File: src/rtl/edge_bbox_detect_if.sv
// Stream and result bundle for edge_bbox_detect.
// Carries the 1-bit Sobel pixel stream with its qualifiers, plus the per-frame results.
// The master drives the stream and observes results; the slave (the detector) does the reverse.
interface edge_bbox_detect_if #(
  parameter int X_WIDTH   = 11,
  parameter int Y_WIDTH   = 10,
  parameter int CNT_WIDTH = 20
);
  logic                 sobel;
  logic                 sobel_valid;
  logic                 sobel_hsync;
  logic                 sobel_vsync;
  logic [X_WIDTH-1:0]   x_min;
  logic [X_WIDTH-1:0]   x_max;
  logic [Y_WIDTH-1:0]   y_min;
  logic [Y_WIDTH-1:0]   y_max;
  logic [CNT_WIDTH-1:0] edge_cnt;
  logic                 bbox_found;
  logic                 bbox_valid;

  modport master (
    output sobel, sobel_valid, sobel_hsync, sobel_vsync,
    input  x_min, x_max, y_min, y_max, edge_cnt, bbox_found, bbox_valid
  );

  modport slave (
    input  sobel, sobel_valid, sobel_hsync, sobel_vsync,
    output x_min, x_max, y_min, y_max, edge_cnt, bbox_found, bbox_valid
  );
endinterface

File: src/rtl/edge_bbox_detect.sv
// Per-frame bounding box and count of Sobel edge pixels, published with a one-cycle strobe.
// Latency: accumulators update 1 cycle after a pixel; results appear 1 cycle after vsync is sampled low.
// No backpressure: the stream is consumed unconditionally. Option macro: EDGE_BBOX_BORDER_MASK_EN.
module edge_bbox_detect #(
  parameter int X_WIDTH   = 11,
  parameter int Y_WIDTH   = 10,
  parameter int CNT_WIDTH = 20,
  parameter int IMG_WIDTH  = 640,
  parameter int IMG_HEIGHT = 480,
  parameter logic [CNT_WIDTH-1:0] MIN_EDGE_CNT = CNT_WIDTH'(16)
) (
  input logic clk,
  input logic rst_p,
  edge_bbox_detect_if.slave bus
);

  localparam logic [X_WIDTH-1:0] X_LAST = X_WIDTH'(IMG_WIDTH - 1);
  localparam logic [Y_WIDTH-1:0] Y_LAST = Y_WIDTH'(IMG_HEIGHT - 1);

  typedef enum logic [1:0] {
    IDLE   = 2'd0,
    ACTIVE = 2'd1,
    REPORT = 2'd2
  } state_t;

  state_t state;

  logic hs_d;
  logic vs_d;
  logic line_has_pix;
  logic [X_WIDTH-1:0] x_cnt;
  logic [Y_WIDTH-1:0] y_cnt;

  logic [X_WIDTH-1:0]   acc_xmin;
  logic [X_WIDTH-1:0]   acc_xmax;
  logic [Y_WIDTH-1:0]   acc_ymin;
  logic [Y_WIDTH-1:0]   acc_ymax;
  logic [CNT_WIDTH-1:0] acc_cnt;

  logic hs_fall;
  logic vs_rise;
  logic vs_fall;
  logic pix_step;
  logic [Y_WIDTH-1:0] y_eff;
  logic in_range;
  logic on_border;
  logic accepted;
  logic edge_pix;

  assign hs_fall  = hs_d & ~bus.sobel_hsync;
  assign vs_rise  = bus.sobel_vsync & ~vs_d;
  assign vs_fall  = vs_d & ~bus.sobel_vsync;
  assign pix_step = bus.sobel_valid & bus.sobel_hsync;

  // The row counter is only cleared at the vsync-rise edge, so a pixel arriving in
  // that very cycle must already see row 0 rather than last frame's row count.
  assign y_eff    = vs_rise ? '0 : y_cnt;
  assign in_range = (x_cnt <= X_LAST) && (y_eff <= Y_LAST);

`ifdef EDGE_BBOX_BORDER_MASK_EN
  // Sobel's 3x3 window produces artefacts on the outermost ring; drop it entirely.
  assign on_border = (x_cnt == '0) || (x_cnt == X_LAST) || (y_eff == '0) || (y_eff == Y_LAST);
`else
  assign on_border = 1'b0;
`endif

  assign accepted = pix_step & bus.sobel_vsync & in_range & ~on_border;
  assign edge_pix = accepted & bus.sobel;

  // Previous-cycle sync levels; vs_d starts high so a frame already running at reset release is skipped.
  always_ff @(posedge clk or posedge rst_p) begin
    if (rst_p) begin
      hs_d <= 1'b0;
      vs_d <= 1'b1;
    end else begin
      hs_d <= bus.sobel_hsync;
      vs_d <= bus.sobel_vsync;
    end
  end

  // Column counter: one step per valid pixel in a line, cleared at line end, saturating.
  always_ff @(posedge clk or posedge rst_p) begin
    if (rst_p) begin
      x_cnt <= '0;
    end else if (hs_fall) begin
      x_cnt <= '0;
    end else if (pix_step && (x_cnt != '1)) begin
      x_cnt <= x_cnt + X_WIDTH'(1);
    end
  end

  // Row counter: advances at the end of any line that carried a valid pixel, restarts per frame.
  always_ff @(posedge clk or posedge rst_p) begin
    if (rst_p) begin
      y_cnt        <= '0;
      line_has_pix <= 1'b0;
    end else begin
      if (hs_fall) begin
        line_has_pix <= 1'b0;
      end else if (pix_step) begin
        line_has_pix <= 1'b1;
      end

      if (vs_rise) begin
        y_cnt <= '0;
      end else if (hs_fall && line_has_pix && (y_cnt != '1)) begin
        y_cnt <= y_cnt + Y_WIDTH'(1);
      end
    end
  end

  // Frame FSM: clears accumulators at frame start, folds in edge pixels, publishes at frame end.
  always_ff @(posedge clk or posedge rst_p) begin
    if (rst_p) begin
      state          <= IDLE;
      acc_xmin       <= '0;
      acc_xmax       <= '0;
      acc_ymin       <= '0;
      acc_ymax       <= '0;
      acc_cnt        <= '0;
      bus.x_min      <= '0;
      bus.x_max      <= '0;
      bus.y_min      <= '0;
      bus.y_max      <= '0;
      bus.edge_cnt   <= '0;
      bus.bbox_found <= 1'b0;
      bus.bbox_valid <= 1'b0;
    end else begin
      bus.bbox_valid <= 1'b0;
      case (state)
        IDLE: begin
          if (vs_rise) begin
            state    <= ACTIVE;
            acc_xmin <= edge_pix ? x_cnt : '1;
            acc_xmax <= edge_pix ? x_cnt : '0;
            acc_ymin <= edge_pix ? y_eff : '1;
            acc_ymax <= edge_pix ? y_eff : '0;
            acc_cnt  <= edge_pix ? CNT_WIDTH'(1) : '0;
          end
        end

        ACTIVE: begin
          if (edge_pix) begin
            if (x_cnt < acc_xmin) acc_xmin <= x_cnt;
            if (x_cnt > acc_xmax) acc_xmax <= x_cnt;
            if (y_eff < acc_ymin) acc_ymin <= y_eff;
            if (y_eff > acc_ymax) acc_ymax <= y_eff;
            if (acc_cnt != '1) acc_cnt <= acc_cnt + CNT_WIDTH'(1);
          end
          // Results are registered on the way into REPORT so they and the strobe
          // are visible during the REPORT cycle itself.
          if (vs_fall) begin
            state          <= REPORT;
            bus.bbox_valid <= 1'b1;
            bus.edge_cnt   <= acc_cnt;
            bus.bbox_found <= (acc_cnt >= MIN_EDGE_CNT);
            if (acc_cnt == '0) begin
              bus.x_min <= '0;
              bus.x_max <= '0;
              bus.y_min <= '0;
              bus.y_max <= '0;
            end else begin
              bus.x_min <= acc_xmin;
              bus.x_max <= acc_xmax;
              bus.y_min <= acc_ymin;
              bus.y_max <= acc_ymax;
            end
          end
        end

        REPORT: begin
          // A vsync rise here is illegal; vs_d will already be high next cycle, so that frame is dropped.
          state <= IDLE;
        end

        default: begin
          state <= IDLE;
        end
      endcase
    end
  end

endmodule

File: src/flat_wrapper.sv
// flat-port wrapper written by rule: the top's interface ports become plain ports
module edge_bbox_detect_flat 
#(
  parameter int X_WIDTH   = 11,
  parameter int Y_WIDTH   = 10,
  parameter int CNT_WIDTH = 20,
  parameter int IMG_WIDTH  = 640,
  parameter int IMG_HEIGHT = 480,
  parameter logic [CNT_WIDTH-1:0] MIN_EDGE_CNT = CNT_WIDTH'(16)
)
  (clk, rst_p, bus_sobel, bus_sobel_valid, bus_sobel_hsync, bus_sobel_vsync, bus_x_min, bus_x_max, bus_y_min, bus_y_max, bus_edge_cnt, bus_bbox_found, bus_bbox_valid);
  edge_bbox_detect_if #(.X_WIDTH(X_WIDTH), .Y_WIDTH(Y_WIDTH), .CNT_WIDTH(CNT_WIDTH)) bus_i ();
  input logic clk;
  input logic rst_p;
  input wire logic [$bits(bus_i.sobel)-1:0] bus_sobel;
  input wire logic [$bits(bus_i.sobel_valid)-1:0] bus_sobel_valid;
  input wire logic [$bits(bus_i.sobel_hsync)-1:0] bus_sobel_hsync;
  input wire logic [$bits(bus_i.sobel_vsync)-1:0] bus_sobel_vsync;
  output wire logic [$bits(bus_i.x_min)-1:0] bus_x_min;
  output wire logic [$bits(bus_i.x_max)-1:0] bus_x_max;
  output wire logic [$bits(bus_i.y_min)-1:0] bus_y_min;
  output wire logic [$bits(bus_i.y_max)-1:0] bus_y_max;
  output wire logic [$bits(bus_i.edge_cnt)-1:0] bus_edge_cnt;
  output wire logic [$bits(bus_i.bbox_found)-1:0] bus_bbox_found;
  output wire logic [$bits(bus_i.bbox_valid)-1:0] bus_bbox_valid;
  assign bus_i.sobel = bus_sobel;
  assign bus_i.sobel_valid = bus_sobel_valid;
  assign bus_i.sobel_hsync = bus_sobel_hsync;
  assign bus_i.sobel_vsync = bus_sobel_vsync;
  assign bus_x_min = bus_i.x_min;
  assign bus_x_max = bus_i.x_max;
  assign bus_y_min = bus_i.y_min;
  assign bus_y_max = bus_i.y_max;
  assign bus_edge_cnt = bus_i.edge_cnt;
  assign bus_bbox_found = bus_i.bbox_found;
  assign bus_bbox_valid = bus_i.bbox_valid;
  edge_bbox_detect #(.X_WIDTH(X_WIDTH), .Y_WIDTH(Y_WIDTH), .CNT_WIDTH(CNT_WIDTH), .IMG_WIDTH(IMG_WIDTH), .IMG_HEIGHT(IMG_HEIGHT), .MIN_EDGE_CNT(MIN_EDGE_CNT)) u_core (.clk(clk), .rst_p(rst_p), .bus(bus_i));
endmodule
File: config.mk
export PLATFORM = sky130hd
export DESIGN_NAME = edge_bbox_detect_flat
export DESIGN_NICKNAME = d
export VERILOG_FILES = /design/src/rtl/edge_bbox_detect_if.sv /design/src/rtl/edge_bbox_detect.sv /design/src/flat_wrapper.sv
export SDC_FILE = /design/constraint.sdc
export NUM_CORES = 1
export LEC_CHECK = 0
export CAP_MARGIN = 10
export CORE_UTILIZATION = 35
export CTS_CLUSTER_DIAMETER = 50
export CTS_CLUSTER_SIZE = 24
export DETAILED_ROUTE_END_ITERATION = 7
export SYNTH_ARGS = -nofsm -noshare
export SYNTH_HDL_FRONTEND = slang
export SYNTH_SLANG_ARGS = --single-unit
File: constraint.sdc
create_clock -name clk -period 8 [get_ports clk]
set_clock_uncertainty 0.1 [all_clocks]
set_input_delay 1.6 -clock clk [delete_from_list [all_inputs] [get_ports clk]]
set_output_delay 1.6 -clock clk [all_outputs]
set_load 0.1 [all_outputs]
==> impl_metrics.csv, run 1 <==
group,metric,value,unit
synth,avgSynthCellArea,9.73,µm²
detailed_routing,ant_nets,0,
setup_path,cp_top_family,"simple AND/OR/NAND/NOR gates",
power,p_leak,4.23,nW
global_route,grt-ovfl-total,0,
detailed_routing,drt_pass1_iterations,5,
sta,slew_viol_final,0,
clocking,cts_resized,0,
flow_run,maxCapViolCount,0,
clocking,cts_htree_levels,4,
finish,n_antenna_cell,0,
synth,yosysSeqAreaShare,49.5,%
setup_path,regToRegEndpoint,"u_core.acc_ymax[5]$_DFFE_PP0P_",
synth,postSynthCellCount,789,
setup_path,critPathBufInv,2,
place,post-place-cells,1100,
synth,synth_top_area_cell,"dfrtp_1",
power,peakVddDrop,191,µV
setup_path,end_kind,"register",
floorplanning,fp.coreArea,0.0213,mm²
floorplanning,die_area,0.0225,mm²
synth,yosysWarnings,0,
finish,final_cell_count_no_fill,1132,
setup_path,r2r_slack,4.28,ns
power,pwr-share-seq,34.4,%
place,dp.final_hpwl,12200,µm
setup_path,path_cells,"clkdlybuf4s50_1 > nand2b_1 > nand2_1 > inv_1 > ha_1 > nand3_1 > a31oi_1 > and4_1 > a211o_1 > o41ai_4 > mux2_2",
run_status,outcome,"completed",
setup_path,rr_startpoint,"u_core.vs_d$_DFF_PP1_",
sta,fin_setup_tns,0,ns
synth,synth_cell_types,60,
sta,worst_slack,3.15,ns
floorplanning,dieHeight,150,µm
finish,fill_cells,2014,
setup_path,crit_path_top_delay_cell,"clkdlybuf4s50_1",
floorplanning,start_util,36.1,%
setup_path,r2r_cells,10,
setup_path,critical_path.max_fanout,24,
detailed_routing,wire_per_inst,16.1,µm
power,p_per_area,316,mW/mm²
sta,holdWs,0.373,ns
synth,yosysTopAreaCellShare,49.2,%
sta,finalCritPeriodShare,60.7,%
clocking,clockBufferDepth,2,
detailed_routing,post_drt_via_cell_ratio,5.23,
sta,relSlewSlack,28.5,%
floorplanning,num_rows,53,
synth,syn-num-nets,833,
clocking,cts_setup_buffers,0,
synth,ys_ff_latch,152,
setup_path,path_depth,11,
detailed_routing,drc,0,
setup_path,critical_path_required,8.21,ns
clocking,cts_buffers,17,
setup_path,critical-path-max-stage-delay,0.59,ns
floorplanning,ios,70,
clocking,hold_buffers,0,
sta,rsz0062_at_grt,"no",
finish,final_common_cell,"dfrtp_1",
worst_hold_path,hp-class,"reg2reg",
synth,synth_edf_count,0,
finish,final_cell_mix,"151 x dfrtp_1, 92 x nand2_1, 70 x nor2_1, 69 x clkdlybuf4s50_1, 53 x inv_1",
power,comb_power_share,36.2,%
finish,area_delta_synth_final,20.8,%
global_route,grt_pass1_vias,5798,
detailed_routing,wl,18200,µm
synth,synth_area,0.00768,mm²
synth,synth.area.top_cells,"dfrtp_1 49%, ha_1 6.2%, a22o_1 4.8%",
global_route,antenna_found_initial,0,
sta,fmax,206,MHz
clocking,clk_pin_slew,0.06,ns
clocking,clk_latency,0.43,ns
power,p_sw_share,41.3,%
sta,max_slew.worst_pin.slew,1.06,ns
sta,period_needed,4.85,ns
synth,synth_async_sr_flop_share,100,%
power,power.total,2.93,mW
sta,setup_viol,0,
clocking,numClockSinks,152,
synth,ys.flop_type,"dfrtp_1",
place,post-place-ws,2.73,ns
setup_path,worstPathArrival,5.07,ns
setup_path,startpoint_type,"primary input",
detailed_routing,drt_iter0_drc,353,
floorplanning,die_x,150,µm
sta,hold_viol_final,0,
detailed_routing,vias,5920,
power,clock_power_share,29.5,%
clocking,cts_tree,"yes",
global_route,grt_start_max_net_pins,108,
global_route,track_usage,17.5,%
place,port_buffers,69,
setup_path,critPathKind,"in2reg",
clocking,root_buffer,"clkbuf_16",
finish,drive_gt1_share,6.65,%
global_route,grt_pass1_wl,30400,µm
finish,nNetsFinal,888,
setup_path,endpoint,"u_core.acc_ymax[5]$_DFFE_PP0P_",
power,p_sw,1.21,mW
power,internal_power,1.72,mW
setup_path,crit_path_start,"bus_sobel_vsync",
place,place_congestion,0.842,
==> worst min path at each step <==
stage	startpoint	to	cells after the start
floorplan	u_core.line_has_pix$_DFFE_PP0P_	u_core.line_has_pix$_DFFE_PP0P_	2
global placement	u_core.bus.edge_cnt[7]$_DFFE_PP0P_	u_core.bus.edge_cnt[7]$_DFFE_PP0P_	2
detailed placement	u_core.bus.edge_cnt[2]$_DFFE_PP0P_	u_core.bus.edge_cnt[2]$_DFFE_PP0P_	2
CTS	u_core.bus.edge_cnt[2]$_DFFE_PP0P_	u_core.bus.edge_cnt[2]$_DFFE_PP0P_	2
global route	u_core.bus.edge_cnt[13]$_DFFE_PP0P_	u_core.bus.edge_cnt[13]$_DFFE_PP0P_	2
finish	u_core.bus.edge_cnt[2]$_DFFE_PP0P_	u_core.bus.edge_cnt[2]$_DFFE_PP0P_	2
==> registers in the layout, summed over array words and instances, names as in the netlist, 2 cells and up <==
name / flops
u_core.acc_cnt: 20
u_core.acc_xmax: 11
u_core.acc_xmin: 11
u_core.acc_ymax: 10
u_core.acc_ymin: 10
u_core.bus.edge_cnt: 20
u_core.bus.x_max: 11
u_core.bus.x_min: 11
u_core.bus.y_max: 10
u_core.bus.y_min: 10
u_core.state: 2
u_core.x_cnt: 11
u_core.y_cnt: 10
==> metrics by stage <==
step | cell area (µm²) | util (%)
2_1_floorplan | 7680 | -
3_3_place_gp | 8640 | 40.6
3_5_place_dp | 8640 | 40.6
4_1_cts | 9280 | 43.6
5_1_grt | 9280 | 43.6
6_report | 9280 | 43.6
==> cell families after synthesis <==
family                     synth area share [%]
and+or+nand+nor                            17.1
AOI/OAI and AO/OA                          16.0
DFF                                        49.5
buffers and inverters                      5.00
adders and majority gates                  6.19
xor gates and xnor gates                   3.31
muxes                                      2.90
==> tightest hold or removal path, delay by kind of cell, from the launching register on <==
family | cells | cell delay, ns
DFF | 1 | 0.34
and+or+nand+nor | 2 | 0.10
==> power groups by stage <==
stage,clock (mW),sequential (mW),combinational (mW)
2_1_floorplan,0,1.51,0.311
3_3_place_gp,0,1.02,1.06
3_5_place_dp,0,1.02,1.06
4_1_cts,0.887,1.01,1.07
5_1_grt,0.922,1.03,1.13
6_report,0.864,1.01,1.06
==> metal layers <==
metal	GRT usage, %	vias to the layer above	routed length (µm)
met3	3.42	28	561
met2	26.3	118	8180
met1	24.4	2878	9070
li1	-	2896	-
met5	0	-	0
met4	7.27	0	387
==> synth_stat cells (all sizes together), types with 2 or more instances <==
cell,number
a21oi,30
nor2,70
nor2b,6
o22a,10
xor2,8
o22ai,2
and4,7
and3,8
a211oi,4
a31oi,10
nand2,92
nand3,23
a211o,5
o21a,2
nor4,6
inv,54
mux2,10
nand4,14
clkbuf,30
a21o,2
nor3,15
mux2i,11
o21ai,47
dfrtp,151
o31ai,5
ha,38
o311ai,2
or3,5
o41ai,3
buf,12
a41oi,2
xnor2,21
nand2b,14
nor4bb,2
and2,6
nand3b,2
a22o,42
==> layout make-up <==
cell class                 instances  area, µm²  area share (%)
sequential                       152       3800            41.0
multi-input combinational        540       3520            37.9
timing repair buffer              78        758            8.17
clock buffer                      19        443            4.78
tap                              275        344            3.71
inverter                          55        211            2.28
clock inverter                    13        195            2.10
(Power assumes the default switching activity.)
==> run 2, diff against run 1 <==
Clock period 8 ns to 4.2 ns, I/O delays scaled along.
==> impl_metrics.csv, run 2 (synthesized netlist as in run 1, its figures left out) <==
group,metric,value,unit
detailed_routing,wl,18400,µm
power,p_sw_share,41.5,%
clocking,cts_buffers,17,
place,dp.final_hpwl,12700,µm
global_route,grt_pass1_wl,31000,µm
sta,hold_viol_final,0,
global_route,grt_start_max_net_pins,153,
floorplanning,die_area,0.0225,mm²
detailed_routing,drc,0,
setup_path,critical_path.max_fanout,9,
floorplanning,ios,70,
global_route,grt_pass1_vias,5914,
place,place_congestion,0.863,
run_status,outcome,"completed",
worst_hold_path,hp-class,"reg2reg",
finish,drive_gt1_share,7.73,%
setup_path,critical_path_required,4.42,ns
floorplanning,start_util,36.1,%
sta,slew_viol_final,0,
detailed_routing,post_drt_via_cell_ratio,5.25,
worst_hold_path,whs_path_depth,2,
clocking,clk_pin_slew,0.06,ns
sta,setup_viol,0,
power,clock_power_share,29.0,%
detailed_routing,drt_iter0_drc,563,
sta,holdWs,0.369,ns
setup_path,worstPathArrival,3.75,ns
floorplanning,die_x,150,µm
global_route,track_usage,17.6,%
detailed_routing,drt_pass1_iterations,5,
finish,final_common_cell,"dfrtp_1",
clocking,root_buffer,"clkbuf_16",
sta,fmax,283,MHz
finish,area_delta_synth_final,21.7,%
clocking,cts_resized,0,
clocking,cts_setup_buffers,0,
finish,top_regs,"u_core.acc_cnt: 20 flops, u_core.bus.edge_cnt: 20 flops",
global_route,grt-ovfl-total,0,
detailed_routing,ant_nets,0,
sta,finalCritPeriodShare,84.2,%
detailed_routing,vias,5992,
floorplanning,num_rows,53,
finish,n_antenna_cell,0,
power,p_leak,4.27,nW
detailed_routing,wire_per_inst,16.1,µm
sta,rsz0062_at_grt,"no",
sta,relSlewSlack,26.8,%
flow_run,maxCapViolCount,0,
power,pwr-share-seq,34.5,%
place,port_buffers,69,
setup_path,startpoint_type,"primary input",
setup_path,end_kind,"register",
clocking,clk_latency,0.43,ns
finish,nNetsFinal,898,
clocking,clockBufferDepth,2,
power,peakVddDrop,430,µV
setup_path,critPathKind,"in2reg",
sta,max_slew.worst_pin.slew,1.08,ns
clocking,hold_buffers,0,
power,comb_power_share,36.5,%
clocking,cts_tree,"yes",
sta,period_needed,3.54,ns
finish,final_cell_mix,"151 x dfrtp_1, 92 x nand2_1, 70 x nor2_1, 69 x clkdlybuf4s50_1, 53 x inv_1",
power,internal_power,3.27,mW
sta,fin_setup_tns,0,ns
global_route,antenna_found_initial,0,
floorplanning,dieHeight,150,µm
clocking,numClockSinks,152,
power,p_per_area,598,mW/mm²
floorplanning,fp.coreArea,0.0213,mm²
power,p_sw,2.32,mW
setup_path,r2r_cells,11,
clocking,cts_htree_levels,4,
-- run 2: critical path, cell delays in order --
cell             delay, ns
clkdlybuf4s50_1       0.60
nand2b_1              0.26
nand2_1               0.20
inv_1                 0.09
ha_1                  0.29
nand3_1               0.09
a31oi_1               0.07
and4_1                0.23
a211o_1               0.32
o41ai_4               0.23
buf_4                 0.20
mux2_2                0.33
-- run 2: cell type report --
class / instances / area (µm²)
fillers: 2026 / 11900
clock buffers: 22 / 484
multi-input cells: 540 / 3520
well taps: 275 / 344
clock inverters: 10 / 141
flip-flops and latches: 152 / 3800
repair buffers: 88 / 846
inverters: 55 / 210
-- run 2: per-stage QoR --
stage	setup slack [ns]	util, %	power [mW]	instance area (µm²)	cells
final	0.665	43.9	5.59	9350	1142
after global routing	0.481	43.9	5.86	9350	1142
after CTS	0.677	43.9	5.64	9350	1142
after detailed placement	0.227	41.0	4.00	8720	1110
after global placement	0.326	41.0	3.98	8720	1110
after floorplan	0.631	-	3.47	7680	789
-- run 2: final timing paths --
| path | startpoint | endpoint | slack, ns |
|---|---|---|---|
| max in group asynchronous | rst_p | u_core.acc_ymin[7]$_DFFE_PP0P_ | 2.50 |
| min reg2reg | u_core.bus.edge_cnt[5]$_DFFE_PP0P_ | u_core.bus.edge_cnt[5]$_DFFE_PP0P_ | 0.37 |
| max | bus_sobel_vsync | u_core.acc_ymax[0]$_DFFE_PP0P_ | 0.66 |
| min in group asynchronous | rst_p | u_core.bus.x_max[4]$_DFFE_PP0P_ | 0.90 |
| max reg2reg | u_core.vs_d$_DFF_PP1_ | u_core.acc_ymax[0]$_DFFE_PP0P_ | 1.11 |
| min | u_core.bus.edge_cnt[5]$_DFFE_PP0P_ | u_core.bus.edge_cnt[5]$_DFFE_PP0P_ | 0.37 |
-- run 2: power groups by stage --
stage / combinational (mW) / clock [mW] / sequential (mW)
2_1_floorplan: 0.592 / 0 / 2.88
6_report: 2.04 / 1.62 / 1.93
4_1_cts: 2.06 / 1.65 / 1.93
3_5_place_dp: 2.05 / 0 / 1.95
3_3_place_gp: 2.03 / 0 / 1.95
5_1_grt: 2.17 / 1.73 / 1.96
-- run 2: per-layer routing --
| layer | routed length, µm | track usage, % | up-vias |
|---|---|---|---|
| li1 | - | - | 2909 |
| met1 | 8930 | 24.5 | 2935 |
| met2 | 8470 | 27.2 | 127 |
| met3 | 709 | 3.55 | 21 |
| met4 | 285 | 6.21 | 0 |
| met5 | 0 | 0 | - |
==> patch 1, RTL diff (config.mk and constraints of run 1) <==
Build with the macro `EDGE_BBOX_BORDER_MASK_EN` defined.
--- a/src/rtl/edge_bbox_detect.sv
+++ b/src/rtl/edge_bbox_detect.sv
@@ -2,4 +2,6 @@
 // Latency: accumulators update 1 cycle after a pixel; results appear 1 cycle after vsync is sampled low.
 // No backpressure: the stream is consumed unconditionally. Option macro: EDGE_BBOX_BORDER_MASK_EN.
+`define EDGE_BBOX_BORDER_MASK_EN
+
 module edge_bbox_detect #(
   parameter int X_WIDTH   = 11,
Function: changed (a bounded check fails within 4 cycles, from zero or initial values and one cycle with rst_p high).
==> patch 1 against run 1 <==
  * Routed wire length fell by 6.1%
  * Count of clock-buffer cells in the layout fell by 1
  * Setup slack improved by 0.27 ns
  * First-iteration DRC count fell by 9.1%
  * Area after synthesis fell by 2.3%
  * Sequential cell count did not move
  * Design area fell by 2.7%
  * Worst hold slack improved by 0.0022 ns
  * Critical path type unchanged
  * Critical endpoint is now u_core.acc_cnt[19]$_DFFE_PP0P_
Power is not compared: it rests on default switching activity, and its combinational part moved more than twofold at a synthesized area within 25%.
==> patch 1: results (changes against run 1) <==
Clock tree
  – H-tree Lvls: 4 (unchanged)
  – CTS clk-pin slew, worst paths: 0.06 ns (about the same)
  – Post-CTS setup buffers: 0 (unchanged)

GRT
  – Global-route usage over all layers: 16.6% (-0.88 points)
  – First-pass GRT wire length: 28500 µm (-6.1%)
  – Vias in the first global route: 5443 (-6.1%)
  – Largest net degree at the start of global routing: 92 (-15%)

Critical path
  – Crit path to: u_core.acc_cnt[19]$_DFFE_PP0P_
  – Critical path's slowest cell: o31ai_2
  – FF-to-FF path depth: 6 (-4)
  – Delay of the slowest critical-path stage: 0.77 ns (+0.18 ns)
  – Critical Path Fanout Max: 14 (-42%)
  – Capture point of the worst reg-to-reg path: u_core.bus.x_min[8]$_DFFE_PP0P_
  – WP data arrival: 4.84 ns (-0.23 ns)
  – Setup slack, reg-to-reg: 4.67 ns (+0.39 ns)
  – Critical R2R Launch: u_core.state[0]$_DFFE_PP0P_

Timing
  – Max_slew headroom: 31.7% (+3.3 points)
  – Tmin final: 4.58 ns (-0.270 ns)
  – Tightest hold margin: 0.375 ns (+0.00225 ns)

Power and ir drop
  – Seq pwr: 0.847 mW
  – Static Leak: 4.38 nW
  – P_int: 1.35 mW
  – PwrDens: 215 mW/mm²

Layout
  – Share of cells above drive strength 1: 7.13% (+0.48 points)
  – Final std cells w/o fill: 1088 (-3.9%)
  – Final net count: 849 (-4.4%)

Synth
  – Synth Area in Compound Gates: 13.6% (-2.3 points)
  – Sequential element share of the synthesized area: 50.7% (+1.1 points)
  – Synth Warn #: 0 (unchanged)
  – Unique masters post-synth: 52 (-13%)
  – Xor/xnor share of the synthesized area: 2.57% (-0.74 points)
  – Syn Nets: 788 (-5.4%)
  – Synth async-reset ratio: 100% (unchanged)
  – Post-Syn Instances: 739 (-6.3%)
  – Adder-cell area share of the yosys netlist: 7.17% (+0.98 points)
  – Top area cells in the synthesized netlist: dfrtp_1 50%, ha_1 7.2%, nand2_1 5.7%
  – Mux contribution to synthesized area: 4.00% (+1.1 points)
  – Synth top cells by count: 151 x dfrtp_1, 113 x nand2_1, 55 x inv_1

Min path
  – WHS Endpoint: u_core.bus.edge_cnt[19]$_DFFE_PP0P_
  – Hold Crit Start: u_core.bus.edge_cnt[19]$_DFFE_PP0P_

Place
  – Dpl cell area: 0.00844 mm² (-2.2%)
  – DP Wirelength: 11900 µm (-2.4%)
  – Placer Congestion: 0.820 (-2.6%)
  – Setup WS pre-CTS: 2.97 ns (+0.235 ns)

Outcome
  – Outcome: finished, final reports clean

Routing
  – Post-Route WL: 17100 µm (-6.1%)
  – Initial DRC Count: 321 (-9.1%)
  – Vias/cell: 5.07 (-3.1%)
-- patch 1: layout make-up --
type,count,area (µm²)
Inverter,56,215
Multi-Input combinational cell,498,3340
Clock buffer,18,439
Tap cell,275,344
Clock inverter,14,139
Fill cell,1962,12000
Timing Repair Buffer,75,736
Sequential cell,152,3800
-- patch 1: worst reg2reg max path: stages (launching register included) --
cell	delay, ns
dfrtp_1	0.44
nor2b_1	0.68
nand2_2	0.70
buf_4	0.49
a31oi_4	0.18
buf_4	0.42
a22o_1	0.25
-- patch 1: routing by layer --
layer	up-vias	part of all wire, %	global-route usage [%]
met1	2704	49	22.9
met2	72	47	25.9
met5	-	0	0
li1	2721	-	-
met3	16	2.8	3.25
met4	0	1.4	5.72
-- patch 1: cells by family (layout without fill, tap and decap cells) --
kind of cell	count (synthesis)	count (layout)
adder cells (fa/ha/maj)	43	43
multiplexers	28	28
buffers and inverters	89	163
AND/OR/NAND/NOR	264	264
XOR/XNOR	22	22
flip-flops	152	152
AO/OA/AOI/OAI	141	141
==> patch 2, RTL diff (settings of run 1) <==
Without the edit above. The 3 states of `state_t` get a one-hot encoding in 3 bits.
--- a/src/rtl/edge_bbox_detect.sv
+++ b/src/rtl/edge_bbox_detect.sv
@@ -18,8 +18,8 @@
   localparam logic [Y_WIDTH-1:0] Y_LAST = Y_WIDTH'(IMG_HEIGHT - 1);
 
-  typedef enum logic [1:0] {
-    IDLE   = 2'd0,
-    ACTIVE = 2'd1,
-    REPORT = 2'd2
+  typedef enum logic [2:0] {
+    IDLE   = 3'b001,
+    ACTIVE = 3'b010,
+    REPORT = 3'b100
   } state_t;
 
Behaviour: same outputs for any inputs over 4 cycles, from zero or initial values and one cycle with rst_p high; so few cycles prove little.
==> patch 2 against run 1 <==
  * Sequential cell count rose by 1
  * Area after synthesis fell by 2.5%
  * Routed wire length fell by 4.3%
  * Design area fell by 2.9%
  * Setup slack improved by 0.20 ns
  * Global-route usage fell by 0.55 points
Power is not compared: it rests on default switching activity, and its combinational part moved more than twofold at a synthesized area within 25%.
==> patch 2: results (changes against run 1) <==
Critical path
  – Critical R2R Launch: u_core.x_cnt[1]$_DFFE_PP0P_
  – Critical path's slowest cell: or4_1
  – Crit path to: u_core.acc_ymax[3]$_DFFE_PP0P_
  – Critical Path Fanout Max: 23 (-4.2%)
  – WP data arrival: 4.90 ns (-0.17 ns)
  – Setup slack, reg-to-reg: 4.48 ns (+0.20 ns)
  – Capture point of the worst reg-to-reg path: u_core.acc_xmax[9]$_DFFE_PP0P_

Routing
  – DR vias: 5616 (-5.1%)
  – Wire per inst: 16.2 µm (+0.50%)
  – Initial DRC Count: 332 (-5.9%)
  – Vias/cell: 5.21 (-0.38%)

Power and ir drop
  – Power after layout: 1.88 mW

Timing
  – Tightest hold margin: 0.372 ns (-0.000264 ns)
  – Max_slew headroom: 33.5% (+5.1 points)

Layout
  – Fill count: 2006 (-0.40%)
  – Non-clock inverter total of the final layout: 49 (-11%)
  – Seq area share: 42.5% (+1.5 points)
  – Multi-input comb cells: 493 (-8.7%)
  – Fraction of area in multi-input gates: 36.8% (-1.1 points)
  – Post-route cell area: 0.00901 mm² (-2.9%)
  – Non-clk bufs: 77 (-1.3%)
  – Non-clock buffering overhead: 8.34% (+0.16 points)
  – Clock-cell share: 6.36% (-0.52 points)

GRT
  – First-pass GRT wire length: 29000 µm (-4.6%)
  – Vias in the first global route: 5411 (-6.7%)
  – Global-route usage over all layers: 16.9% (-0.55 points)

Place
  – DP Cell Count: 1047 (-4.8%)
  – Placer Congestion: 0.871 (+3.5%)
  – Setup WS pre-CTS: 2.92 ns (+0.184 ns)
  – IO Port Bufs: 69 (unchanged)
  – Dpl cell area: 0.00843 mm² (-2.4%)

Clock tree
  – Clock sink total: 153 (+0.66%)
  – Post-CTS setup buffers: 0 (unchanged)

Outcome
  – Outcome: finished, final reports clean

Synth
  – Syn Nets: 777 (-6.7%)
  – Post-Syn Instances: 733 (-7.1%)
  – Unique masters post-synth: 67 (+12%)
  – Sequential element share of the synthesized area: 51.2% (+1.6 points)
  – Synth top cells by count: 151 x dfrtp_1, 97 x nand2_1, 56 x nor2_1

Min path
  – WHS Endpoint: u_core.bus.edge_cnt[3]$_DFFE_PP0P_
  – Hold Crit Start: u_core.bus.edge_cnt[3]$_DFFE_PP0P_

Die
  – Die area: 0.0220 mm² (-2.4%)
==> patch 2: cell types whose count changed after synthesis, moves of 9 or more <==
cell             run 1  this run
o21ai_0             46        25
nand2b_1            14         5
nor2_1              70        56
mux2_2              10         1
xor2_1               8        18
a21oi_1             30        20
==> patch 2: layer usage <==
| layer | routed length [µm] | vias to the layer above | global-route usage (%) |
|---|---|---|---|
| met5 | 0 | - | 0 |
| li1 | - | 2745 | - |
| met3 | 715 | 12 | 3.93 |
| met1 | 8670 | 2749 | 24.0 |
| met2 | 7860 | 110 | 25.7 |
| met4 | 172 | 0 | 4.85 |
==> patch 2: cell families (layout without fill, tap and decap cells) <==
logic type / Yosys count / after routing / synth area share, %
fa+ha+maj: 39 / 39 / 6.48
buf+inv: 87 / 157 / 4.78
mux: 12 / 12 / 1.69
xor+xnor: 34 / 34 / 3.98
compound gates: 158 / 158 / 16.1
flops: 153 / 153 / 51.2
simple gates: 250 / 250 / 15.8
